<file path="config.mk">
export PLATFORM = sky130hd
export DESIGN_NAME = fifo_drain_vs
export DESIGN_NICKNAME = d
export VERILOG_FILES = /design/src/rtl/fifo_drain_vs.sv
export SDC_FILE = /design/constraint.sdc
export NUM_CORES = 1
export LEC_CHECK = 0
export CELL_PAD_IN_SITES_DETAIL_PLACEMENT = 2
export CELL_PAD_IN_SITES_GLOBAL_PLACEMENT = 2
export CORE_AREA = 2 2 55 70
export DETAILED_ROUTE_END_ITERATION = 8
export DIE_AREA = 0 0 57 72
export PLACE_DENSITY = 0.75
export SYNTH_ARGS = -nofsm -noshare
export SYNTH_HDL_FRONTEND = slang
export SYNTH_SLANG_ARGS = --single-unit
export TNS_END_PERCENT = 100
</file>
<file path="constraint.sdc">
create_clock -name clk -period 3.08 [get_ports clk]
set_clock_uncertainty 0.15 [all_clocks]
set_input_delay 0.308 -clock clk [delete_from_list [all_inputs] [get_ports clk]]
set_output_delay 0.308 -clock clk [all_outputs]
set_load 0.02 [all_outputs]
</file>
<file path="src/rtl/fifo_drain_vs.sv">
// fifo_drain_vs: drains a show-ahead FIFO into a valid/stall stream through a 2-entry output queue.
// Define FDRAIN_STATS_EN to add saturating xfer_cnt/stall_cnt statistics outputs.
module fifo_drain_vs #(
  parameter int WIDTH   = 8,
  parameter int STATS_W = 16
) (
  input  logic             clk,
  input  logic             rst,
  input  logic             empty,
  input  logic [WIDTH-1:0] fifo_data,
  output logic             rdreq,
  input  logic             flush,
  output logic             ds_valid,
  output logic [WIDTH-1:0] ds_data,
  input  logic             ds_stall
`ifdef FDRAIN_STATS_EN
  ,
  output logic [STATS_W-1:0] xfer_cnt,
  output logic [STATS_W-1:0] stall_cnt
`endif
);
  typedef enum logic [1:0] {EMPTY, ONE, TWO} state_t;
  state_t state_q, state_d;
  logic [WIDTH-1:0] e0_q, e0_d, e1_q, e1_d;
  logic push, pop;
  always_ff @(posedge clk or negedge rst) begin
    if (!rst) begin
      state_q <= EMPTY;
      e0_q    <= '0;
      e1_q    <= '0;
    end else begin
      state_q <= state_d;
      e0_q    <= e0_d;
      e1_q    <= e1_d;
    end
  end
  always_comb begin
    state_d = state_q;
    e0_d    = e0_q;
    e1_d    = e1_q;
    if (flush) begin
      state_d = EMPTY;
      e0_d    = '0;
      e1_d    = '0;
    end else begin
      case (state_q)
        EMPTY: if (push) begin
          state_d = ONE;
          e0_d    = fifo_data;
        end
        ONE: if (push && pop) e0_d = fifo_data;
        else if (push) begin
          state_d = TWO;
          e1_d    = fifo_data;
        end else if (pop) begin
          state_d = EMPTY;
          e0_d    = '0;
        end
        TWO: if (pop) begin
          state_d = ONE;
          e0_d    = e1_q;
          e1_d    = '0;
        end
        default: state_d = EMPTY;
      endcase
    end
  end
  // rst gates rdreq so nothing is popped from the FIFO while reset is held
  always_comb begin
    rdreq    = rst && !empty && state_q != TWO && !flush;
    ds_valid = state_q != EMPTY;
    ds_data  = e0_q;
    push     = rdreq;
    pop      = ds_valid && !ds_stall;
  end
`ifdef FDRAIN_STATS_EN
  logic [STATS_W-1:0] xfer_q, xfer_d, stall_q, stall_d;
  always_ff @(posedge clk or negedge rst) begin
    if (!rst) begin
      xfer_q  <= '0;
      stall_q <= '0;
    end else begin
      xfer_q  <= xfer_d;
      stall_q <= stall_d;
    end
  end
  always_comb begin
    xfer_d  = flush ? '0 : (pop && !(&xfer_q)) ? xfer_q + STATS_W'(1) : xfer_q;
    stall_d = flush ? '0 : (ds_valid && ds_stall && !(&stall_q)) ? stall_q + STATS_W'(1) : stall_q;
  end
  assign xfer_cnt  = xfer_q;
  assign stall_cnt = stall_q;
`endif
`ifndef SYNTHESIS
  logic             hold_q;
  logic [WIDTH-1:0] held_q;
  always_ff @(posedge clk or negedge rst) begin
    if (!rst) begin
      hold_q <= 1'b0;
      held_q <= '0;
    end else begin
      hold_q <= ds_valid && ds_stall && !flush;
      held_q <= ds_data;
    end
  end
  always @(negedge clk) begin
    if (rst) begin
      assert (state_q != 2'd3) else $error("occupancy above two");
      assert (!(rdreq && empty)) else $error("rdreq while empty");
      assert (!hold_q || ds_data == held_q) else $error("ds_data moved under stall");
    end
  end
`endif
endmodule

</file>
; Word-level counts from Yosys, hierarchy flattened
; Cells that the tools add are included.
[classes]
n_eq_ne = 10
n_mux = 17
n_reduce_logical = 15
[ops]
columns = op, n
row1 = 8-bit two-way mux, 8
row2 = 8-bit case mux with 3 select lines, 1
row3 = 8-bit case mux with 2 select lines, 1
row4 = 2-bit two-way mux, 6
row5 = "3-bit inequality test, second input constant", 4
row6 = "4-bit inequality test, second input constant", 3
row7 = 4-bit AND reduction, 2
row8 = 2-bit case mux with 3 select lines, 1
row9 = 1-bit logical AND, 5
row10 = 5-bit AND reduction, 1
row11 = 4-bit nonzero test, 1
row12 = 1-bit zero test, 3
row13 = 3-bit nonzero test, 1
row14 = "2-bit by 1-bit == test with 1-bit output, second input constant", 1
row15 = "2-bit == test, second input constant", 1
row16 = 2-bit zero test, 1
row17 = "2-bit inequality test, second input constant", 1
row18 = 2-bit nonzero test, 1
[totals]
regBits = 18
input_bits = 13
out_inout_bits = 10
word_cells = 45

; Logic depth before layout (Yosys ltp)
; Gate-level depths: netlist (run 1).
[depth]
ltp_word = 8
depth_mapped = 8
mapped_depth_nobuf = 6

; Worst setup path before layout (run 1)
; No wires, ideal clock.
[synth_timing]
kind = register to register
start = reg state_q[0]
end = reg e0_q[0], in the netlist ds_data[0]
setup_time_ns = 0.121
t_arrival_ns = 1.742
required_time_ns = 2.809
path_slack_ns = 1.067
path_stages_with_launch = 8
n_path_buf = 1
synth_period_minus_slack_ns = 2.013
cell_sequence = dfrtp_1 > inv_1 > ha_1 > buf_6 > or4b_1 > o22ai_2 > nor2_1 > a22o_1
[synth_between]
elab_chain_cells = 7
elab_cells_between_ends = 18
classes_between = 7 x eq/ne / 3 x mux / 8 x reduce/logical
[synth_rtl]
columns = item, line_no
row1 = "start, declared", 23  ; state_t state_q, state_d;
row2 = "start signal, assigned", 32  ; state_q <= state_d;
row3 = 2-bit inequality test, 70  ; rdreq = rst && !empty && state_q != TWO && !flush;
row4 = 1-bit logical AND (2 in series), 70
row5 = 1-bit logical AND, 51  ; ONE: if (push && pop) e0_d = fifo_data;
row6 = 8-bit two-way mux, 51
row7 = 8-bit case mux with 3 select lines, 46  ; case (state_q)
row8 = 8-bit two-way mux, 41  ; if (flush) begin
row9 = "end signal, assigned", 29  ; e0_q <= '0;
row10 = "end signal, assigned", 33  ; e0_q <= e0_d;
row11 = "end, declared", 24  ; logic [WIDTH-1:0] e0_q, e0_d, e1_q, e1_d;
; Parallel ways exist; a longest one is shown, timed or not.
; A chain may end at the register's enable or synchronous reset.

; Final worst setup path (run 1)
[layout_timing]
start = reg state_q[0]
end = out rdreq
[layout_between]
elab_chain_cells = 3
[layout_rtl]
columns = item, line_no
row1 = 2-bit inequality test, 70
row2 = 1-bit logical AND (2 in series), 70
row3 = "end, declared", 11  ; output logic rdreq,
; No other way between the ends.

==> qor.yml, run 1 <==
status:
  status: "complete, no violations"
logic_synthesis:
  syn_nets: 107
  synth_flop_cell: "dfrtp_1"
  syn-cell-area_mm2: 0.00101
  syn_avg_cell_area_um2: 11.2
  synth.distinct_cells: 30
  yosys_warnings: 0
  ys_seq_area_frac: 0.447
  synthCells: 90
  ys_ff_latch: 18
  ys_async_sr_fraction: 1.00
  synth-edff-count: 0
clock_tree:
  post-cts-setup-buffers: 0
  cts.sinks: 18
  clkLatencyLatePin_ns: 0.25
  clk_root_buffer_cell: "clkbuf_8"
  cts_tree: "done"
  cts-resized-gates: 0
  cts_buffer_depth: 2
  clk_pin_slew_ns: 0.07
  h-tree-depth: 1
  cts_hold_buf: 0
  cts_made_buffers: 3
timing:
  min_period_ns: 2.34
  fin_tns_setup_ns: 0
  max_slew.worst_pin.slew_ns: 0.735
  finalSetupViolCount: 0
  fmax_mhz: 427
  slew_violations: 0
  relSlewSlack: 0.510
  rsz0062_at_grt: "false"
  hold_viol: 0
  post-route-period-util: 0.760
finish:
  final_cell_count_no_fill: 150
  antenna_cells: 0
  nets: 130
  seqCellArea_um2: 450
  final_cell_mix: "22 x clkdlybuf4s50_1, 18 x dfrtp_1, 16 x a22o_1"
  multi_input_area_um2: 508
  drive_gt1_frac: 0.0811
  syn_to_final_growth_pct: 28.0
  fillers: 390
  layout.cells.most_common: "clkdlybuf4s50_1"
routing:
  route.detailed.drc: 0
  vias: 817
  ant_nets: 0
  vias_per_cell: 5.45
  wl_per_cell_um: 18.1
  drt-initial-drc-count: 11
  finalWirelength_mm: 2.72
  first_pass_iters: 4
power_and_ir_drop:
  power_density_mw_per_mm2: 477
  vdd_ir_drop_max_v: 0.000228
  fin_total_pwr_uw: 616
  p_leak_nw: 0.575
placed_design:
  hpwl_mm: 2.15
  dp.cells: 147
  port_buffers: 22
  gp_routability_congestion: 0.726
setup_path:
  cp_slowest_cell: "clkdlybuf4s50_1"
  crit_required_ns: 2.62
  crit_fanout: 9
  path_cells: "inv_1, ha_1, nor3_1, clkdlybuf4s50_1"
  reg2reg_slack_ns: 0.77
  rr_worst_depth: 6
  slowest_delay_ns: 0.63
  setup.worst_path.class: "flop to output pin"
  critPathLaunchType: "flop"
  end_kind: "output pin"
  path_delay_family: "buffers and inverters"
  worstPathArrival_ns: 1.88
  r2r-end: "e1_q[7]"
  path_buf_inv: 2
  r2r_start: "state_q[0]"
floorplanning:
  rows: 24
  die_area_mm2: 0.00410
  core_mm2: 0.00342
  start_util: 0.295
  die_x_um: 57
  num_io_pins: 23
  die_y_um: 72
global_routing:
  gr-total-overflow: 0
  antenna_found_initial: 0
  grt_pass1_wl_mm: 4.80
  grt.total_usage: 0.148
  first_global_vias: 944
  grt_max_degree: 19
min_path:
  hold_path_class: "input port to async pin"
job:
  max_cap_viol_count: 0
## layer usage
metal,part of all wire,GRT usage
met1,0.43,0.181
met2,0.54,0.275
met3,0.026,0.0196
met4,0.0055,0.0310
met5,0,0
## cells by family (layout without fill, tap and decap cells)
kind of cell / after synthesis / in the layout / share of synthesized area
adder cells (fa/ha/maj): 4 / 4 / 0.0496
flip-flops: 18 / 18 / 0.447
XOR/XNOR: 1 / 1 / 0.00869
AO/OA/AOI/OAI: 30 / 30 / 0.270
AND/OR/NAND/NOR: 27 / 27 / 0.164
multiplexers: 1 / 1 / 0.0112
buffers and inverters: 9 / 30 / 0.0496
## how the worst max path moves through the flow
stage | startpoint | end | slack [ns] | cells past startpoint
global placement | rst | e1_q[6] | 0.82 | 5
floorplan | state_q[0] | ds_data[0] | 1.07 | 7
detailed placement | rst | e1_q[7] | 0.66 | 5
finish | state_q[0] | rdreq | 0.74 | 4
global route | state_q[0] | e1_q[7] | 0.57 | 6
CTS | state_q[0] | e1_q[7] | 0.69 | 6
## cell type report
cell class	instances	area share
repair buffers	23	0.176
inverters	4	0.0116
flip-flops and latches	18	0.349
well taps	39	0.0378
clock buffers	3	0.0320
multi-input cells	63	0.393
## cell usage after synthesis, types with 2 or more instances
cell	number	area, µm²
ha_1	4	50.1
inv_1	4	15.0
nand3_1	4	20.0
dfrtp_1	18	450
a22o_1	16	140
nor2b_1	7	43.8
a221o_1	7	70.1
a211oi_1	2	15.0
nor2_1	6	22.5
buf_6	2	22.5
## power breakdown
part | internal, mW | switching (mW) | total [mW]
Clock | 0.0867 | 0.0751 | 0.162
Combinational | 0.0873 | 0.103 | 0.190
Sequential | 0.253 | 0.0113 | 0.264
## metrics by stage
stage	util	worst slack (ns)	area, µm²	hold WS, ns
4_1_cts	0.377	0.688	1290	0.366
3_5_place_dp	0.365	0.664	1250	0.347
6_report	0.377	0.739	1290	0.356
5_1_grt	0.377	0.571	1290	0.389
3_3_place_gp	0.365	0.821	1250	0.333
2_1_floorplan	-	1.07	1010	-0.138
## registers in the layout (all words and copies together) (netlist names)
signal and cells:
e1_q 8, ds_data 8, state_q 2
Note: power is estimated with default switching activity, not from simulation.
==> inputs of run 2 (changes only) <==
Settings changed: CORE_AREA 2 2 55 70 to 2 2 57 73, DIE_AREA 0 0 57 72 to 0 0 59 75, PLACE_DENSITY 0.75 to 0.73.
Clock period 3.08 ns to 2.05 ns, I/O delays scaled along.
==> run 2 against run 1 <==
Global-route usage up 2.5 points. Final cell count grew 15%. Sequential share of layout area shrank 5.6 points. Sequential power increased by 52%. Flip-flop and latch count did not move. Register-to-register slack got worse by 0.75 ns. Critical path depth up 2. Design area up 19%. Total power is 77% higher. Largest cell class unchanged. Largest power group unchanged.
==> qor.yml, run 2 (same netlist as run 1, synthesis figures left out) <==
floorplanning:
  rows: 25  # +4.2%
  start_util: 0.273  # -0.0214
  die_x_um: 59  # +3.5%
  num_io_pins: 23  # unchanged
  die_area_mm2: 0.00443  # +7.8%
  die_y_um: 75  # +4.2%
  core_mm2: 0.00369  # +7.8%
clock_tree:
  cts.sinks: 18  # unchanged
  clk_pin_slew_ns: 0.08  # about the same
  cts_buffer_depth: 2  # unchanged
  h-tree-depth: 1  # unchanged
  cts_made_buffers: 3  # unchanged
  clk_root_buffer_cell: "clkbuf_8"
  cts_tree: "done"
  clkLatencyLatePin_ns: 0.26  # about the same
  cts_hold_buf: 0  # unchanged
routing:
  first_pass_iters: 5  # +1
  ant_nets: 0  # unchanged
  vias_per_cell: 5.52  # +1.4%
  drt-initial-drc-count: 21  # +10
  finalWirelength_mm: 3.47  # +28%
  route.detailed.drc: 0  # unchanged
  vias: 955  # +17%
  wl_per_cell_um: 20.1  # +11%
placed_design:
  port_buffers: 22  # unchanged
  placed_area_mm2: 0.00137  # +9.7%
  gp_routability_congestion: 0.872  # +20%
  dp.cells: 164  # +12%
  hpwl_mm: 2.42  # +13%
timing:
  min_period_ns: 2.03
  rsz0062_at_grt: "true"
  hold_viol: 0  # unchanged
  slew_violations: 0  # unchanged
  fmax_mhz: 492
  relSlewSlack: 0.784  # +0.274
  finalSetupViolCount: 0  # unchanged
  post-route-period-util: 0.991
  max_slew.worst_pin.slew_ns: 0.323  # -0.411 ns
finish:
  antenna_cells: 0  # unchanged
  fillers: 395  # +1.3%
  syn_to_final_growth_pct: 53.0
  drive_gt1_frac: 0.308  # +0.227
  final_cell_count_no_fill: 173  # +15%
  seqCellArea_um2: 452  # +0.28%
  final_cell_mix: "21 x buf_4, 20 x clkdlybuf4s50_1, 17 x dfrtp_1"
  multi_input_area_um2: 582  # +15%
  design_area_mm2: 0.00154  # +19%
  nets: 151  # +16%
  layout.cells.most_common: "buf_4"
  utilization: 0.418  # +0.0408
global_routing:
  grt_pass1_wl_mm: 5.57  # +16%
  first_global_vias: 1119  # +19%
  antenna_found_initial: 0  # unchanged
  gr-total-overflow: 0  # unchanged
  grt_max_degree: 17  # -2
  grt.total_usage: 0.173  # +0.0253
setup_path:
  path_delay_family: "simple AND/OR/NAND/NOR gates"
  worstPathArrival_ns: 2.07  # +0.19 ns
  setup.worst_path.class: "flop to flop"
  path_cells: "inv_4, ha_4, or4b_4, o22ai_4, and2b_4, a22o_1"
  crit_fanout: 8  # -1
  critPathLaunchType: "flop"
  end_kind: "flop"
  cp_slowest_cell: "or4b_4"
  slowest_delay_ns: 0.55  # -0.08 ns
  crit_required_ns: 2.09  # -0.53 ns
  path_buf_inv: 1  # -1
power_and_ir_drop:
  power_density_mw_per_mm2: 707  # +48%
  vdd_ir_drop_max_v: 0.000242  # +5.9%
  p_leak_nw: 0.703  # +22%
job:
  max_cap_viol_count: 0  # unchanged
status:
  status: "complete, no violations"
min_path:
  hold_path_class: "input port to async pin"
run 2: cell types whose count changed in the layout (fill, tap and decap cells not counted), moves of 2 or more:
cell | before | now
inv_1 | 4 | 2
ha_4 | 0 | 2
ha_1 | 4 | 1
buf_4 | 1 | 21
clkdlybuf4s50_1 | 22 | 20
dlygate4sd2_1 | 0 | 2
run 2: area by class of cell:
class                   instances  share of cell area
inverters                       4              0.0114
repair buffers                 44               0.251
clock buffers                   4              0.0357
multi-input cells              63               0.377
flip-flops and latches         18               0.293
well taps                      40              0.0324
run 2: worst reg2reg max path, delay by kind of cell, from the launching register on:
family / cells / cell delay [ns]
buf+inv: 1 / 0.06
simple gates: 2 / 0.81
compound gates: 2 / 0.33
flops: 1 / 0.43
fa+ha+maj: 1 / 0.17
run 2: power breakdown:
group / internal, mW / switching, mW / total [mW]
clock: 0.171 / 0.125 / 0.296
combinational: 0.193 / 0.200 / 0.393
sequential: 0.381 / 0.0216 / 0.402
run 2: metal layers:
layer	vias to the layer above	wire length, µm	share of wire	global-route usage
li1	429	-	-	-
met1	470	1290	0.37	0.182
met2	40	1890	0.54	0.317
met3	16	179	0.052	0.0326
met4	0	119	0.034	0.101
met5	-	0	0	0
run 2: final timing paths:
path,startpoint,end,slack [ns],cells past startpoint
worst max-delay path,state_q[0],ds_data[2],0.02,6
worst min-delay path,rst,state_q[0],0.19,2
worst max register to register,state_q[0],ds_data[2],0.02,6
worst min register to register,ds_data[0],ds_data[0],0.35,1
max in group asynchronous,rst,ds_data[2],1.30,2
min in group clk,ds_data[0],ds_data[0],0.35,1
run 2: timing repair:
action	in CTS	in global routing
pin swaps	1	4
setup endpoints to repair	19	18
resized for setup	17	5
buffers inserted	1	4
run 2: metrics by stage:
stage,setup TNS (ns),hold WS [ns],setup WS (ns),power [mW]
3_3_place_gp,-1.23,0.339,-0.176,0.724
2_1_floorplan,0,-0.241,0.0371,0.575
5_1_grt,-0.332,0.232,-0.0502,1.15
3_5_place_dp,-2.10,0.341,-0.209,0.738
6_report,0,0.188,0.0186,1.09
4_1_cts,0,0.196,0.0177,1.07
